$ cat config.mk
export PLATFORM = sky130hd
export DESIGN_NAME = mprj_pad_cfg_loader
export DESIGN_NICKNAME = d
export VERILOG_FILES = /design/src/rtl/mprj_pad_cfg_loader.sv
export SDC_FILE = /design/constraint.sdc
export NUM_CORES = 1
export LEC_CHECK = 0
export CAP_MARGIN = 20
export CORE_ASPECT_RATIO = 2
export CORE_MARGIN = 10
export CORE_UTILIZATION = 40
export DETAILED_ROUTE_END_ITERATION = 10
export PLACE_DENSITY = 0.74
export SLEW_MARGIN = 20
export SYNTH_ARGS = -nofsm -noshare
export SYNTH_HDL_FRONTEND = slang
export SYNTH_SLANG_ARGS = --single-unit
$ cat constraint.sdc
create_clock -name clock -period 1.9 [get_ports clock]
set_input_delay 0.38 -clock clock [delete_from_list [all_inputs] [get_ports clock]]
set_output_delay 0.38 -clock clock [all_outputs]
set_load 0.02 [all_outputs]
$ cat src/rtl/mprj_pad_cfg_loader.sv
// Serial configuration loader for the user-project pad ring: snapshots the per-pad
// configuration vector, shifts it MSB first into the pad chain, then strobes a common load.
module mprj_pad_cfg_loader #(
    parameter int NPADS    = 38,
    parameter int CFG_BITS = 13,
    parameter int CLK_DIV  = 2
) (
    input  logic                      clock,
    input  logic                      resetb,
    input  logic                      start,
    input  logic                      abort,
    input  logic [NPADS*CFG_BITS-1:0] cfg_data,
    output logic                      busy,
    output logic                      done,
    output logic                      serial_clock,
    output logic                      serial_data,
    output logic                      serial_load,
    output logic [2:0]                fsm_state
);

    localparam int TOTAL = NPADS * CFG_BITS;
    localparam int BW    = $clog2(TOTAL + 1);
    localparam int PW    = $clog2(CLK_DIV + 1);

    localparam logic [2:0] ST_IDLE     = 3'd0;
    localparam logic [2:0] ST_SHIFT_LO = 3'd1;
    localparam logic [2:0] ST_SHIFT_HI = 3'd2;
    localparam logic [2:0] ST_LOAD     = 3'd3;
    localparam logic [2:0] ST_DONE     = 3'd4;

    localparam logic [BW-1:0] BIT_TOTAL  = BW'(TOTAL);
    localparam logic [PW-1:0] PHASE_LAST = PW'(CLK_DIV - 1);

    logic [2:0]       state;
    logic [PW-1:0]    phase;
    logic [BW-1:0]    bit_cnt;
    logic [TOTAL-1:0] shadow;
    logic [TOTAL-1:0] shadow_shl;

    // Shift through a full-width temporary so a single-bit chain needs no special case.
    assign shadow_shl = shadow << 1;
    assign fsm_state  = state;

    always_ff @(posedge clock) begin
        if (!resetb) begin
            state        <= ST_IDLE;
            phase        <= '0;
            bit_cnt      <= '0;
            shadow       <= '0;
            busy         <= 1'b0;
            done         <= 1'b0;
            serial_clock <= 1'b0;
            serial_data  <= 1'b0;
            serial_load  <= 1'b0;
        end else begin
            done <= 1'b0;
            case (state)
                ST_IDLE: begin
                    if (start && !abort) begin
                        shadow       <= cfg_data;
                        bit_cnt      <= BIT_TOTAL;
                        serial_data  <= cfg_data[TOTAL-1];
                        serial_clock <= 1'b0;
                        phase        <= '0;
                        busy         <= 1'b1;
                        state        <= ST_SHIFT_LO;
                    end
                end
                ST_SHIFT_LO, ST_SHIFT_HI: begin
                    if (abort) begin
                        state        <= ST_IDLE;
                        phase        <= '0;
                        busy         <= 1'b0;
                        serial_clock <= 1'b0;
                        serial_load  <= 1'b0;
                        serial_data  <= 1'b0;
                    end else if (phase != PHASE_LAST) begin
                        phase <= phase + PW'(1);
                    end else if (state == ST_SHIFT_LO) begin
                        phase        <= '0;
                        serial_clock <= 1'b1;
                        state        <= ST_SHIFT_HI;
                    end else begin
                        // End of a high phase: one bit has been clocked into the chain.
                        phase        <= '0;
                        serial_clock <= 1'b0;
                        bit_cnt      <= bit_cnt - BW'(1);
                        if (bit_cnt == BW'(1)) begin
                            serial_load <= 1'b1;
                            state       <= ST_LOAD;
                        end else begin
                            shadow      <= shadow_shl;
                            serial_data <= shadow_shl[TOTAL-1];
                            state       <= ST_SHIFT_LO;
                        end
                    end
                end
                ST_LOAD: begin
                    if (phase != PHASE_LAST) begin
                        phase <= phase + PW'(1);
                    end else begin
                        phase       <= '0;
                        serial_load <= 1'b0;
                        done        <= 1'b1;
                        state       <= ST_DONE;
                    end
                end
                ST_DONE: begin
                    busy  <= 1'b0;
                    state <= ST_IDLE;
                end
                default: begin
                    state        <= ST_IDLE;
                    phase        <= '0;
                    busy         <= 1'b0;
                    serial_clock <= 1'b0;
                    serial_load  <= 1'b0;
                end
            endcase
        end
    end

endmodule

==> results summary <==
Using the TritonRoute via totals, the vias-per-cell ratio works out to 5.42. The storage element area is 10300 µm². The time the final worst path needs with I/O delays and setup is 2.04 ns. At the worst endpoint, the required time is 2.37 ns. In the final layout, the multi-input gates occupy 11800 µm². The filler cells instantiated in the layout total 5210. The average cell area after synthesis is 8.11 µm². The share of total power in sequential cells came out at 46.7%. The net load switching power came out at 6480 µW. The count of state elements after synthesis is 512. The post-route clock skew is 0.0128 ns. At the placement stage, the worst setup path has a slack of -0.623 ns. After detailed routing, the total wire length is 76000 µm. Compared with the post-synthesis result, the final layout area differs by 37.3%. The global-route usage over all layers is 20.5%.

Routability-driven placement finished with a final weighted congestion of 0.844. The count of unresolved DRC violations after routing is 0. The highest-delay cell along the critical path is a2111oi_4. The highest achievable clock rate is 489 MHz.

The initial cell density of the core is 40.5%. The netlist area before placement is 23200 µm². The smallest setup slack after layout is -0.145 ns. After routing, the total negative slack on setup checks comes to -30.73 ns. The clock tree from TritonCTS is yes.

The critical path buffer and inverter count came out at 3. The global route total overflow came out at 0. Measured along the y axis, the die boundary spans 361 µm. The arrival time reported for the critical path endpoint came out at 2.51 ns. The worst setup path is captured at a flop.

The critical path is of the reg -> reg type. The wire length per cell is 18.4 µm. The net count after synthesis is 3366.

Of the total power, the share spent switching nets is 25.4%. Sorting the synthesized cells by area gives the leading types as dfxtp_1 44%, o211a_1 21%, nand2_1 16%, nand3_1 11%, clkbuf_1 3.0%. In this run the remaining antenna-violating nets after routing total 0. Across the run, the number of max-cap violations was 0. The internal power component is 19000 µW. The count of distinct cell types in the synthesized netlist came out at 45.

The maximum count of clock buffers along a single path came out at 3. Of the cells placed in the final design, the portion with a size suffix greater than 1 is 8.23%. The floorplan step defined a core boundary enclosing 57400 µm². The share of the Yosys chip area taken by registers is 44.1%. Combinational logic is responsible for 15.9% of the overall power. For this block, the initial DRC count from the detailed router was 1589. The run finished, with violations left. The detailed placement HPWL came out at 54000 µm. The most used flip-flop cell after synthesis is dfxtp_1. In this run the clock root is driven by a clkbuf_16. The die extent in x is 190 µm.

The portion of total power attributed to the clock network came out at 37.4%. Of all flip-flops after synthesis, the portion carrying an async set or reset was 0%. The largest incremental delay on the critical path is 0.38 ns. The share of the cycle needed by the critical path after routing came out at 108%. The number of buffers inserted during clock tree synthesis came out at 46. The count of nets after finishing is 3820. The max-slew violation total from the final report was 0. The later pin in the worst-skew pair is clocked with a latency of 0.57 ns. The path class of the tightest hold or removal check is in -> reg. The maximum fanout count along the critical path came out at 13. Entering global routing, the biggest net connects 108 pins. The number of antenna violations at the first check in global routing came out at 13. The number of top-level pins came out at 506.

For this design the static power due to leakage is 0.0173 µW. The final count of negative-setup-slack endpoints came out at 465. The power density of the placed cells is 799 nW/µm². The actual transition at the worst max-transition pin came out at 0.477 ns.

The category of cells accounting for the largest share of critical-path delay is compound AO/OA/AOI/OAI gates. The total number of H-tree levels came out at 2. Traced cell by cell, the critical path runs through nand2b_4 > a2111oi_4 > o21a_4 > buf_12 > clkbuf_16 > buf_8 > nand3_1 > o211a_1.

Clock-pin slew was measured on the worst setup and hold paths at 0.07 ns. The count of flip-flops with a built-in enable after synthesis came out at 0. The count of buffers from port buffering came out at 505. Summed over its instances, the top area cell type makes up 44.1% of the synthesized netlist area.

STA classifies the critical path startpoint as a flop. Summing over every cut layer, the via total after detailed routing is 22300. The first global-routing pass estimated 116000 µm of wire.

The number of cells produced by synthesis is 2866. Setup repair after global routing could not meet its margin everywhere. The count of clock tree sinks came out at 512. The final number of hold-violating endpoints came out at 0. The die area is 68700 µm². The final reports fail on negative setup slack.

The worst slew margin relative to its limit is 68.2%. The number of placement rows came out at 124. The total number of yosys warnings came out at 0. The biggest area contributor in the post-synthesis netlist is dfxtp_1. The number of detailed-route iterations in the first pass is 5. The peak supply drop is 0.911 mV. The number of global-route vias before repair was 21800.
[final timing paths]
kind | start | to | slack [ns] | cells after the start
max reg2reg | fsm_state[1] | shadow[226] | -0.14 | 8
min | resetb | shadow[210] | 0.18 | 2
min reg2reg | busy | busy | 0.49 | 2
max | fsm_state[1] | shadow[226] | -0.14 | 8
[cells by family after synthesis]
logic type                 synth area share, %
and+or+nand+nor                           27.7
AOI/OAI and AO/OA                         22.4
buffers and inverters                     5.28
DFF                                       44.1
xor gates and xnor gates                 0.264
adders and majority gates                0.151
muxes                                   0.0431
[cell usage after synthesis (2+ instances only)]
cell	count
nand2_1	995
dfxtp_1	512
o211a_1	496
nand3_1	495
clkbuf_1	183
buf_2	87
nor2_1	11
o21ai_0	8
a21boi_0	6
buf_4	6
inv_1	6
xor2_1	5
nand4_1	4
nor2b_1	4
nor3_1	4
buf_6	3
nand2b_1	3
o21a_1	3
a21oi_1	2
a22oi_1	2
and3_1	2
ha_1	2
nor4_1	2
o311ai_0	2
o31a_1	2
xnor2_1	2
[stage by stage]
step                utilization [%]  total power [µW]  hold slack [ns]  area (µm²)  std cells
finish                         55.6             25500            0.176       31900       4120
global route                   55.6             26500            0.165       31900       4120
CTS                            54.5             25600            0.146       31300       4094
detailed placement             51.8             16000            0.483       29800       4010
global placement               51.8             15900            0.478       29800       4010
floorplan                         -             14100            0.430       23200       2866
[cell usage in the layout, fill, tap and decap left out, types with 7 or more instances in the layout]
cell	instances
nand3_1	486
buf_12	42
clkbuf_8	11
buf_4	109
buf_16	7
nand2_1	995
dfxtp_1	509
buf_8	7
clkbuf_16	57
diode_2	9
clkinv_2	8
o21ai_0	8
clkbuf_1	10
clkdlybuf4s50_1	498
o211a_1	496
nor2_1	11
nand3_2	9
buf_6	9
[what timing repair did]
action / CTS / global route
gates resized for setup: 19 / 62
setup endpoints to repair: 458 / 494
hold buffers: 0 / 0
gates cloned: 0 / 10
pin swaps: 0 / 0
setup buffers: 1 / 7
[power by group through the flow]
stage | registers (µW) | logic, µW | clock network, µW
2_1_floorplan | 12000 | 2030 | 0
3_3_place_gp | 12100 | 3820 | 0
3_5_place_dp | 12100 | 3860 | 0
4_1_cts | 11900 | 3910 | 9760
5_1_grt | 12000 | 4450 | 10100
6_report | 11900 | 4070 | 9540
[registers in the layout, summed over array words and instances (netlist names)]
signal	count
bit_cnt	9
busy	1
done	1
fsm_state	3
phase	2
serial_clock	1
serial_data	1
serial_load	1
shadow	493
[worst register-to-register path, delay by kind of cell (launching register included)]
family | cells | cell delay, ns
flip-flops | 1 | 0.37
buffers and inverters | 3 | 0.49
AO/OA/AOI/OAI | 3 | 0.79
AND/OR/NAND/NOR | 2 | 0.29
[area by class of cell]
cell class                      instances  area share, %
Multi-Input combinational cell       2068           37.1
Sequential cell                       512           32.1
Timing Repair Buffer                  686           22.9
Clock buffer                           70           4.43
Tap cell                              756           2.96
Clock inverter                         13          0.353
Inverter                                6         0.0706
Antenna cell                            9         0.0706
[layer usage]
metal  global-route usage (%)  up-vias  part of all wire, %
met1                     23.7    10500                   39
li1                         -    10900                    -
met3                     4.84      123                  7.3
met5                        0        -                0.059
met2                     35.5      737                   50
met4                     7.75        8                  3.0
Note: power is estimated with default switching activity, not from simulation.
